<file path="config.mk">
export PLATFORM = sky130hd
export DESIGN_NAME = spart_tx
export DESIGN_NICKNAME = d
export VERILOG_FILES = /design/src/rtl/spart_tx.sv
export SDC_FILE = /design/constraint.sdc
export NUM_CORES = 1
export LEC_CHECK = 0
export BUFFER_PORTS_ARGS = -buffer_cell sky130_fd_sc_hd__buf_2
export CORE_MARGIN = 5
export CORE_UTILIZATION = 45
export DETAILED_ROUTE_END_ITERATION = 12
export PLACE_DENSITY_LB_ADDON = 0.1
export SYNTH_ARGS = -nofsm -noshare
export SYNTH_HDL_FRONTEND = slang
export SYNTH_SLANG_ARGS = --single-unit
</file>
<file path="constraint.sdc">
create_clock -name clk -period 1.75 [get_ports clk]
set_input_delay 0.0875 -clock clk [delete_from_list [all_inputs] [get_ports clk]]
set_output_delay 0.0875 -clock clk [all_outputs]
set_load 0.01 [all_outputs]
</file>
<file path="src/rtl/spart_tx.sv">
// spart_tx: transmit half of the SPART serial port.
// Takes bytes from the I/O bus into a one-byte buffer and sends each one as an
// 8N1 frame on o_txd. Every bit lasts OVERSAMPLE baud-enable pulses.
// Optional feature: define SPART_TX_PARITY_EN to add an even-parity bit
// between the last data bit and the stop bit.
module spart_tx #(
    parameter int unsigned OVERSAMPLE = 16,
    parameter int unsigned DATA_BITS  = 8
) (
    input  logic       clk,
    input  logic       rst,
    input  logic       i_baud_en,
    input  logic       i_iocs,
    input  logic       i_iorw,
    input  logic [1:0] i_ioaddr,
    input  logic [7:0] i_data,
    output logic       o_tbr,
    output logic       o_busy,
    output logic       o_txd
);

    localparam int unsigned TICK_W = (OVERSAMPLE > 1) ? $clog2(OVERSAMPLE) : 1;
    localparam int unsigned BIT_W  = (DATA_BITS > 1) ? $clog2(DATA_BITS) : 1;
    localparam logic [TICK_W-1:0] TICK_LAST = TICK_W'(OVERSAMPLE - 1);
    localparam logic [BIT_W-1:0]  BIT_LAST  = BIT_W'(DATA_BITS - 1);

`ifdef SPART_TX_PARITY_EN
    typedef enum logic [2:0] {IDLE, START, DATA, PARITY, STOP} state_t;
`else
    typedef enum logic [1:0] {IDLE, START, DATA, STOP} state_t;
`endif

    state_t                 state_q, state_nxt;
    logic [TICK_W-1:0]      tick_q, tick_nxt;
    logic [BIT_W-1:0]       bit_q, bit_nxt;
    logic [DATA_BITS-1:0]   shift_q, shift_nxt;
    logic [DATA_BITS-1:0]   buf_q, buf_nxt;
    logic                   tbr_q, tbr_nxt;
    logic                   txd_q, txd_nxt;
    logic                   busy_q, busy_nxt;
`ifdef SPART_TX_PARITY_EN
    logic                   parity_q, parity_nxt;
`endif

    logic wr_c;
    logic bit_end_c;

    assign o_tbr  = tbr_q;
    assign o_busy = busy_q;
    assign o_txd  = txd_q;

    // Next-state and output logic: bus write into the buffer, then frame sequencing.
    always_comb begin
        state_nxt = state_q;
        tick_nxt  = tick_q;
        bit_nxt   = bit_q;
        shift_nxt = shift_q;
        buf_nxt   = buf_q;
        tbr_nxt   = tbr_q;
        txd_nxt   = txd_q;
`ifdef SPART_TX_PARITY_EN
        parity_nxt = parity_q;
`endif

        wr_c      = i_iocs && !i_iorw && (i_ioaddr == 2'b00);
        bit_end_c = i_baud_en && (tick_q == TICK_LAST);

        // A write lands only in an empty buffer; otherwise it is silently dropped.
        if (wr_c && tbr_q) begin
            buf_nxt = DATA_BITS'(i_data);
            tbr_nxt = 1'b0;
        end

        // Tick counter runs only while framing and wraps at every bit boundary.
        if (state_q != IDLE && i_baud_en) begin
            tick_nxt = bit_end_c ? '0 : tick_q + TICK_W'(1);
        end

        case (state_q)
            IDLE: begin
                if (!tbr_q) begin
                    state_nxt = START;
                    shift_nxt = buf_q;
                    tbr_nxt   = 1'b1;
                    txd_nxt   = 1'b0;
                    tick_nxt  = '0;
`ifdef SPART_TX_PARITY_EN
                    parity_nxt = 1'b0;
`endif
                end
            end
            START: begin
                if (bit_end_c) begin
                    state_nxt = DATA;
                    txd_nxt   = shift_q[0];
                    shift_nxt = shift_q >> 1;
                    bit_nxt   = '0;
`ifdef SPART_TX_PARITY_EN
                    parity_nxt = shift_q[0];
`endif
                end
            end
            DATA: begin
                if (bit_end_c) begin
                    if (bit_q == BIT_LAST) begin
`ifdef SPART_TX_PARITY_EN
                        state_nxt = PARITY;
                        txd_nxt   = parity_q;
`else
                        state_nxt = STOP;
                        txd_nxt   = 1'b1;
`endif
                    end else begin
                        txd_nxt   = shift_q[0];
                        shift_nxt = shift_q >> 1;
                        bit_nxt   = bit_q + BIT_W'(1);
`ifdef SPART_TX_PARITY_EN
                        parity_nxt = parity_q ^ shift_q[0];
`endif
                    end
                end
            end
`ifdef SPART_TX_PARITY_EN
            PARITY: begin
                if (bit_end_c) begin
                    state_nxt = STOP;
                    txd_nxt   = 1'b1;
                end
            end
`endif
            STOP: begin
                if (bit_end_c) begin
                    state_nxt = IDLE;
                end
            end
            default: begin
                state_nxt = IDLE;
                txd_nxt   = 1'b1;
            end
        endcase

        busy_nxt = (state_nxt != IDLE);
    end

    // State and output registers with synchronous active-low reset.
    always_ff @(posedge clk) begin
        if (!rst) begin
            state_q <= IDLE;
            tick_q  <= '0;
            bit_q   <= '0;
            shift_q <= '0;
            buf_q   <= '0;
            tbr_q   <= 1'b1;
            txd_q   <= 1'b1;
            busy_q  <= 1'b0;
`ifdef SPART_TX_PARITY_EN
            parity_q <= 1'b0;
`endif
        end else begin
            state_q <= state_nxt;
            tick_q  <= tick_nxt;
            bit_q   <= bit_nxt;
            shift_q <= shift_nxt;
            buf_q   <= buf_nxt;
            tbr_q   <= tbr_nxt;
            txd_q   <= txd_nxt;
            busy_q  <= busy_nxt;
`ifdef SPART_TX_PARITY_EN
            parity_q <= parity_nxt;
`endif
        end
    end

endmodule

</file>
==> reports/metrics.cfg, run 1 <==
[status]
outcome=completed

[detailed_routing]
ant_nets=0
totalWireLength_um=2810
wire_per_inst_um=12.38
routed.top_layer=met4
vias=1179
vias_per_cell=5.194
wl_met2_um=1446
wl_met3_um=58
drt-met1-wl_um=1269
dr.pass1.iters=4
drt_iter0_markers=54
drc_errors=0

[cts]
cts_buffer_depth=2
clkTransAtPathRegs_ns=0.16
insertion_delay_ns=0.33
cts_root_buf=clkbuf_4
cts_buffers=3
h-tree-depth=1
post_cts_buffers=0
cts_tree=yes
cts.sinks=28

[logic_synthesis]
yosysUniqueCellTypes=36
synth_edf_count=0
ys.flop_type=dfxtp_1
synthArstFlopShare_pct=0
syn_area_per_cell_um2=9.221
ys_seq_elements=28
syn_inst=157
synth.net_count=179
yosys_warnings=0
seq_area_frac_synth_pct=38.72
synth_area_um2=1448

[worst_setup_path]
path_class=reg2reg
critPathLaunchType=register
critPathArrivalTime_ns=1.86
slowest_delay_ns=0.40
cp_max_fo=8
r2r-end=o_busy
reg2reg_from=tick_q[0]
r2r_cells=5
r2r_slack_ns=0.13
path_cells=ha_2 > nand4_4 > a2111oi_4 > a2111oi_2 > or2_1
endpoint_kind=register
worst_path_max_delay_cell=a2111oi_4
worstPathRequired_ns=1.99

[timing]
slew_violations=0
period_share_pct=92.30
slew_headroom_pct=69.55
max_freq_mhz=619.1
hold_viol_final=0
finalSetupViolations=0
rsz0062_at_grt=false
fin_crit_ns=1.615
tightest_slew_ns=0.4557
finalClockSkew_ns=0.004109
setup_tns_ns=0

[final_layout]
layout-drive-gt1-share_pct=24.59
final_common_cell=dfxtp_1
final_cell_mix=dfxtp_1, nand2_1, mux2i_1
nets=206
final_cell_area_um2=1749
antenna_cells=0
synthToLayoutAreaGrowth_pct=20.83
stdcell_count=227

[power]
ir_drop_v=0.0004658
leakage_nw=0.8074
power_density_nw_per_um2=770.2

[min_path]
hold_class=in2reg
hold_depth=2
min_from=rst
min_to=o_tbr

[grt]
antenna_found_initial=0
grt_use_total_pct=14.58
grt_pass1_wl_um=5085
grt_pass1_vias=1149
grt-ovfl-total=0
grt_max_degree=22

[die]
die_area_um2=4452
die_height_um=66.72
core_um2=3078
ioPinCount=18
dieWidth_um=66.72
initial_core_util_pct=47.03
rows=20

[placed_design]
hpwl_um=1991
dpl-instance-area_um2=1599
place_inst=215
gp_congestion=0.7497
port_buffers=17

[flow_run]
maxCapViolCount=0

-- registers in the layout, summed over array words and instances, names as in the netlist --
register	cells
shift_q	8
state_q	2
buf_q	8
bit_q	3
o_busy	1
o_tbr	1
tick_q	4
o_txd	1
-- power by group --
group          switching [mW]  internal, mW
combinational           0.124         0.122
clock                   0.198         0.232
sequential             0.0135         0.657
total                   0.336          1.01
-- final cells by class --
type                       instances  area, um^2
multi-input combinational        117       849.6
timing repair buffer              29       207.7
clock inverter                     1       30.03
clock buffer                       3       22.52
fill                             310        1329
inverter                           5       18.77
tap                               44       55.05
sequential                        28       565.5
-- synth_stat cells, types with 2 or more instances --
| cell type | number | area share, % |
|---|---|---|
| dfxtp_1 | 28 | 39 |
| nand2_1 | 21 | 5.4 |
| mux2i_1 | 18 | 12 |
| nor2_1 | 13 | 3.4 |
| o21ai_0 | 10 | 3.5 |
| ha_1 | 7 | 6.0 |
| mux2_2 | 7 | 5.4 |
| a21oi_1 | 6 | 2.1 |
| inv_1 | 5 | 1.3 |
| clkbuf_1 | 4 | 1.0 |
| nand3_1 | 4 | 1.4 |
| nor2b_1 | 4 | 1.7 |
| nor3_1 | 3 | 1.0 |
| a211oi_1 | 2 | 1.0 |
| and2_1 | 2 | 0.86 |
| and3_1 | 2 | 0.86 |
| nand2b_1 | 2 | 0.86 |
-- through the flow --
step | hold slack (ns) | power (mW) | worst slack, ns | utilization (%)
2_1_floorplan | 0.2314 | 0.8375 | 0.07614 | -
3_3_place_gp | 0.3174 | 0.9065 | 0.09203 | 51.95
3_5_place_dp | 0.3260 | 0.9114 | 0.06691 | 51.95
4_1_cts | 0.08754 | 1.362 | 0.03682 | 56.26
5_1_grt | 0.1122 | 1.409 | 0.03376 | 56.83
6_report | 0.1052 | 1.347 | 0.1348 | 56.83
-- kinds of logic after synthesis --
logic type | after synthesis | synth area share [%]
compound gates | 26 | 12.88
simple gates | 58 | 20.40
flops | 28 | 38.72
mux | 25 | 17.89
xor+xnor | 1 | 0.6051
buf+inv | 12 | 3.457
fa+ha+maj | 7 | 6.050
-- what timing repair did --
| action | CTS | global route |
|---|---|---|
| endpoints found under the hold margin | 8 | 0 |
| hold buffers | 8 | 0 |
| endpoints found under the setup margin | 0 | 12 |
| gates resized for setup | 0 | 7 |
-- routing by layer --
layer,vias up,global-route usage (%)
met2,8,26.86
met3,4,2.024
met4,0,4.569
met5,-,0
met1,564,17.18
li1,603,-
-- worst max path at each step --
stage | slack (ns) | depth (start not counted) | to | startpoint
finish | 0.13 | 5 | o_busy | tick_q[0]
global route | 0.03 | 5 | shift_q[5] | state_q[1]
CTS | 0.04 | 5 | o_busy | tick_q[0]
detailed placement | 0.07 | 5 | o_busy | tick_q[0]
global placement | 0.09 | 5 | o_busy | tick_q[0]
floorplan | 0.08 | 6 | shift_q[3] | state_q[0]
-- worst max-delay path: cells and delay by family, from the launching register on --
| family | cells | cell delay [ns] |
|---|---|---|
| flip-flops | 1 | 0.39 |
| AO/OA/AOI/OAI | 2 | 0.49 |
| AND/OR/NAND/NOR | 2 | 0.42 |
| adder cells (fa/ha/maj) | 1 | 0.22 |
Note: power is estimated with default switching activity, not from simulation.
==> inputs of run 2 (changes only) <==
CORE_ASPECT_RATIO = 0.6   (was default)
==> run 2 against run 1 <==
Compared with the run above: maximum frequency shrank 0.40%; critical path depth is the same; total power grew 5.8%; cell count shrank 4.4%; combinational power shrank 3%; sequential share of layout area grew 0.95 points; sequential power is essentially flat; setup slack lost 0.0065 ns; worst hold slack lost 0.065 ns; via count shrank 3.8%; critical path type unchanged.
==> reports/metrics.cfg, run 2 (synthesis results as in run 1) <==
[status]
outcome=completed

[worst_setup_path]
cp_max_fo=8  ; unchanged
path_class=reg2reg
worstPathRequired_ns=1.92  ; -0.07 ns
critPathLaunchType=register
critPathArrivalTime_ns=1.80  ; -0.06 ns
endpoint_kind=register

[cts]
clkTransAtPathRegs_ns=0.09  ; -0.07 ns
cts_buffer_depth=2  ; unchanged
holdBufCountCts=0  ; -8
cts_root_buf=clkbuf_8
insertion_delay_ns=0.28  ; -0.05 ns
cts_buffers=3  ; unchanged
h-tree-depth=1  ; unchanged
cts_tree=yes
cts.sinks=28  ; unchanged
post_cts_buffers=0  ; unchanged

[timing]
max_freq_mhz=616.6  ; -0.40%
slew_violations=0  ; unchanged
finalClockSkew_ns=0.005375  ; +0.001266 ns
slew_headroom_pct=66.60  ; -2.9 points
hold_viol_final=0  ; unchanged
period_share_pct=92.67  ; +0.37 points
hold_ws_ns=0.04002  ; -0.06522 ns
rsz0062_at_grt=false
setup_tns_ns=0  ; unchanged
fin_crit_ns=1.622  ; +0.006533 ns
finalSetupViolations=0  ; unchanged
tightest_slew_ns=0.4998  ; +0.04412 ns

[final_layout]
final_cell_area_um2=1688  ; -3.5%
multi_input_area_um2=855.8  ; +0.74%
regArea_um2=561.8  ; -0.66%
final_common_cell=dfxtp_1
nFillCells=263  ; -15%
reg_top3=buf_q (8), shift_q (8), tick_q (4)
layout-drive-gt1-share_pct=25.14  ; +0.55 points
synthToLayoutAreaGrowth_pct=16.59
final_cell_mix=dfxtp_1, nand2_1, mux2i_1
antenna_cells=0  ; unchanged
nets=198  ; -3.9%

[placed_design]
port_buffers=17  ; unchanged
gp_congestion=0.7735  ; +3.2%
hpwl_um=2212  ; +11%
dpl-instance-area_um2=1597  ; -0.16%

[die]
rows=15  ; -25%
initial_core_util_pct=48.51  ; +1.5 points
die_height_um=53.94  ; -19%
dieWidth_um=83.23  ; +25%
ioPinCount=18  ; unchanged
die_area_um2=4489  ; +0.84%
core_um2=2984  ; -3.0%

[detailed_routing]
vias_per_cell=5.226  ; +0.62%
drc_errors=0  ; unchanged
wire_per_inst_um=13.89  ; +12%
dr.pass1.iters=4  ; unchanged
vias=1134  ; -3.8%
ant_nets=0  ; unchanged
drt_iter0_markers=72  ; +33%
totalWireLength_um=3014  ; +7.3%

[flow_run]
maxCapViolCount=0  ; unchanged

[grt]
antenna_found_initial=0  ; unchanged
grt_max_degree=28  ; +27%
grt_pass1_wl_um=5416  ; +6.5%
grt_use_total_pct=15.48  ; +0.90 points
grt-ovfl-total=0  ; unchanged
grt_pass1_vias=1127  ; -1.9%

[power]
power_density_nw_per_um2=844.3  ; +9.6%
ir_drop_v=0.0004977  ; +6.8%
leakage_nw=0.7790  ; -3.5%

[min_path]
hold_class=in2reg

-- run 2: cell count changes in the layout (fill, tap and decap cells not counted), moves of 3 or more --
cell,before,now
clkbuf_4,3,0
clkbuf_8,0,3
dfxtp_1,24,27
dfxtp_2,4,1
dlygate4sd3_1,8,0
-- run 2: worst paths after layout --
check | startpoint | endpoint | slack, ns | depth (start not counted)
max | tick_q[0] | o_busy | 0.13 | 5
min | i_data[2] | buf_q[2] | 0.04 | 3
max reg2reg | tick_q[0] | o_busy | 0.13 | 5
min reg2reg | shift_q[7] | shift_q[7] | 0.47 | 2
-- run 2: cell type report --
cell class | instances | share of cell area, %
Tap cell | 42 | 3.113
Inverter | 5 | 1.112
Clock inverter | 1 | 1.779
Timing Repair Buffer | 21 | 7.561
Clock buffer | 3 | 2.446
Sequential cell | 28 | 33.28
Multi-Input combinational cell | 117 | 50.70
-- run 2: what timing repair did --
| action | CTS | global route |
|---|---|---|
| endpoints found under the setup margin | 1 | 9 |
| gates resized for setup | 1 | 6 |
| pin swaps | 0 | 1 |
-- run 2: stage by stage --
step	std cells	utilization, %	setup slack (ns)	total power, mW
4_1_cts	217	56.14	0.03118	1.432
2_1_floorplan	157	-	0.07614	0.8375
3_5_place_dp	213	53.50	0.03876	0.9143
5_1_grt	217	56.56	0.02283	1.495
6_report	217	56.56	0.1282	1.425
3_3_place_gp	213	53.50	0.09746	0.9109
-- run 2: worst max-delay path, cell delays in order (launching register included) --
cell and delay (ns):
dfxtp_1 0.40, ha_2 0.24, nand4_4 0.18, a2111oi_4 0.37, a2111oi_2 0.09, or2_1 0.23
-- run 2: where the power goes --
part           internal, mW  switching (mW)  leakage (nW)
Sequential            0.656          0.0144         0.227
Clock                 0.306           0.209        0.0357
Combinational         0.112           0.128         0.517
-- run 2: metal layers --
layer  vias up  global-route usage, %  wire length, um  share of wire (%)
li1        584                      -                -                  -
met1       526                  20.73             1601                 53
met2        20                  24.47             1250                 41
met3         4                  4.434              130                4.3
met4         0                  4.891               32                1.1
met5         -                      0                0                  0
==> inputs of run 3 (changes only) <==
clock period = 2.1 ns   (was 1.75 ns; I/O delays follow)
==> run 3 against run 2 <==
Compared with the run above: flip-flop and latch count stayed put; non-clock buffer count down 2; worst hold slack better by 0.015 ns; clock skew hardly changed; clock power down 36%; highest routed layer unchanged; global-route usage is 1.4 points lower; die area unchanged; cell count down 0.92%; routed wire length shrank 4.8%; combinational power decreased by 25%.
==> reports/metrics.cfg, run 3 (synthesis results as in run 1) <==
[status]
outcome=completed

[timing]
finalSetupViolations=0  ; unchanged
slew_violations=0  ; unchanged
hold_ws_ns=0.05512  ; +0.01510 ns
finalClockSkew_ns=0.005802  ; +0.0004275 ns
slew_headroom_pct=65.24  ; -1.4 points
setup_tns_ns=0  ; unchanged
max_freq_mhz=567.5  ; -8.0%
fin_crit_ns=1.762  ; +0.1404 ns
rsz0062_at_grt=false
period_share_pct=83.91  ; -8.8 points
layout_setup_ws_ns=0.3379  ; +0.2096 ns
hold_viol_final=0  ; unchanged
tightest_slew_ns=0.5215  ; +0.02165 ns

[cts]
clkTransAtPathRegs_ns=0.09  ; about the same
cts_buffer_depth=2  ; unchanged
post_cts_buffers=0  ; unchanged
cts_root_buf=clkbuf_8
holdBufCountCts=0  ; unchanged
insertion_delay_ns=0.28  ; about the same
cts_tree=yes
h-tree-depth=1  ; unchanged
cts_buffers=3  ; unchanged
cts_resized=0  ; -1
cts.sinks=28  ; unchanged

[worst_setup_path]
cp.depth=5  ; unchanged
worst_path_max_delay_cell=ha_1
r2r_cells=5  ; unchanged
path_class=reg2reg
critPathLaunchType=register
slowest_delay_ns=0.49  ; +0.09 ns
endpoint_kind=register
path_cells=inv_1 > ha_1 > nand2_1 > o221a_2 > or2_1
critPathArrivalTime_ns=1.93  ; +0.13 ns
worstPathRequired_ns=2.27  ; +0.35 ns
cp_max_fo=14  ; +6
path_buf_inv=1  ; +1
cpLargestDelayFamily=adder cells

[power]
power_density_nw_per_um2=656.4  ; -22%
leakage_nw=0.7621  ; -2.2%
ir_drop_v=0.0004747  ; -4.6%

[grt]
antenna_found_initial=0  ; unchanged
grt_max_degree=28  ; unchanged
grt_pass1_vias=1015  ; -9.9%
grt_use_total_pct=14.08  ; -1.4 points
grt-ovfl-total=0  ; unchanged
grt_pass1_wl_um=4864  ; -10%

[min_path]
hold_depth=3  ; unchanged
hold_class=in2reg

[detailed_routing]
vias_per_cell=5.140  ; -1.7%
drt_iter0_markers=69  ; -4.2%
totalWireLength_um=2870  ; -4.8%
vias=1105  ; -2.6%
drc_errors=0  ; unchanged
ant_nets=0  ; unchanged
wire_per_inst_um=13.35  ; -3.9%
dr.pass1.iters=4  ; unchanged

[die]
core_um2=2984  ; unchanged
dieWidth_um=83.23  ; unchanged
die_height_um=53.94  ; unchanged
rows=15  ; unchanged
die_area_um2=4489  ; unchanged
ioPinCount=18  ; unchanged
initial_core_util_pct=48.51  ; unchanged

[placed_design]
post-place-ws_ns=0.3485  ; +0.3098 ns
place_inst=211  ; -0.94%
port_buffers=17  ; unchanged
hpwl_um=2066  ; -6.6%
gp_congestion=0.7309  ; -5.5%

[final_layout]
nFillCells=276  ; +4.9%
final_cell_mix=dfxtp_1, nand2_1, mux2i_1
final_common_cell=dfxtp_1
stdcell_count=215  ; -0.92%
synthToLayoutAreaGrowth_pct=12.19
antenna_cells=0  ; unchanged
reg_top3=buf_q (8), shift_q (8), tick_q (4)
nets=196  ; -1.0%
layout-drive-gt1-share_pct=21.39  ; -3.8 points

[flow_run]
maxCapViolCount=0  ; unchanged

==> run 3: cell type report <==
class                   count  area, um^2  area share [%]
flip-flops and latches     28       560.5           34.51
inverters                   5       18.77           1.156
multi-input cells         117       837.1           51.54
repair buffers             19       100.1           6.163
clock buffers               4       55.05           3.390
well taps                  42       52.55           3.236
==> run 3: final timing paths <==
kind / start / end / slack [ns]
worst max-delay path: state_q[0] / o_busy / 0.34
worst min-delay path: i_data[5] / buf_q[5] / 0.06
worst max register to register: state_q[0] / o_busy / 0.34
worst min register to register: shift_q[0] / shift_q[0] / 0.47
==> run 3: per-layer routing <==
metal | wire length, um | global-route usage, % | vias up
li1 | - | - | 583
met1 | 1597 | 19.76 | 493
met2 | 1074 | 19.28 | 24
met3 | 161 | 5.199 | 5
met4 | 38 | 5.707 | 0
met5 | 0 | 0 | -
==> run 3: worst reg2reg max path, cell delays in order, from the launching register on <==
cell	delay, ns
dfxtp_1	0.37
inv_1	0.10
ha_1	0.49
nand2_1	0.19
o221a_2	0.32
or2_1	0.20
==> run 3: where the power goes <==
part           internal [mW]  switching, mW
combinational         0.0794         0.0993
sequential             0.546         0.0116
clock                  0.168          0.162
total                  0.793          0.273
==> run 3: per-stage QoR <==
stage                     instance area, um^2  util (%)  power, mW
final                                    1624     54.42      1.066
after global routing                     1624     54.42      1.118
after CTS                                1624     54.42      1.080
after detailed placement                 1569     52.58     0.7477
after global placement                   1569     52.58     0.7467
after floorplan                          1448         -     0.6979
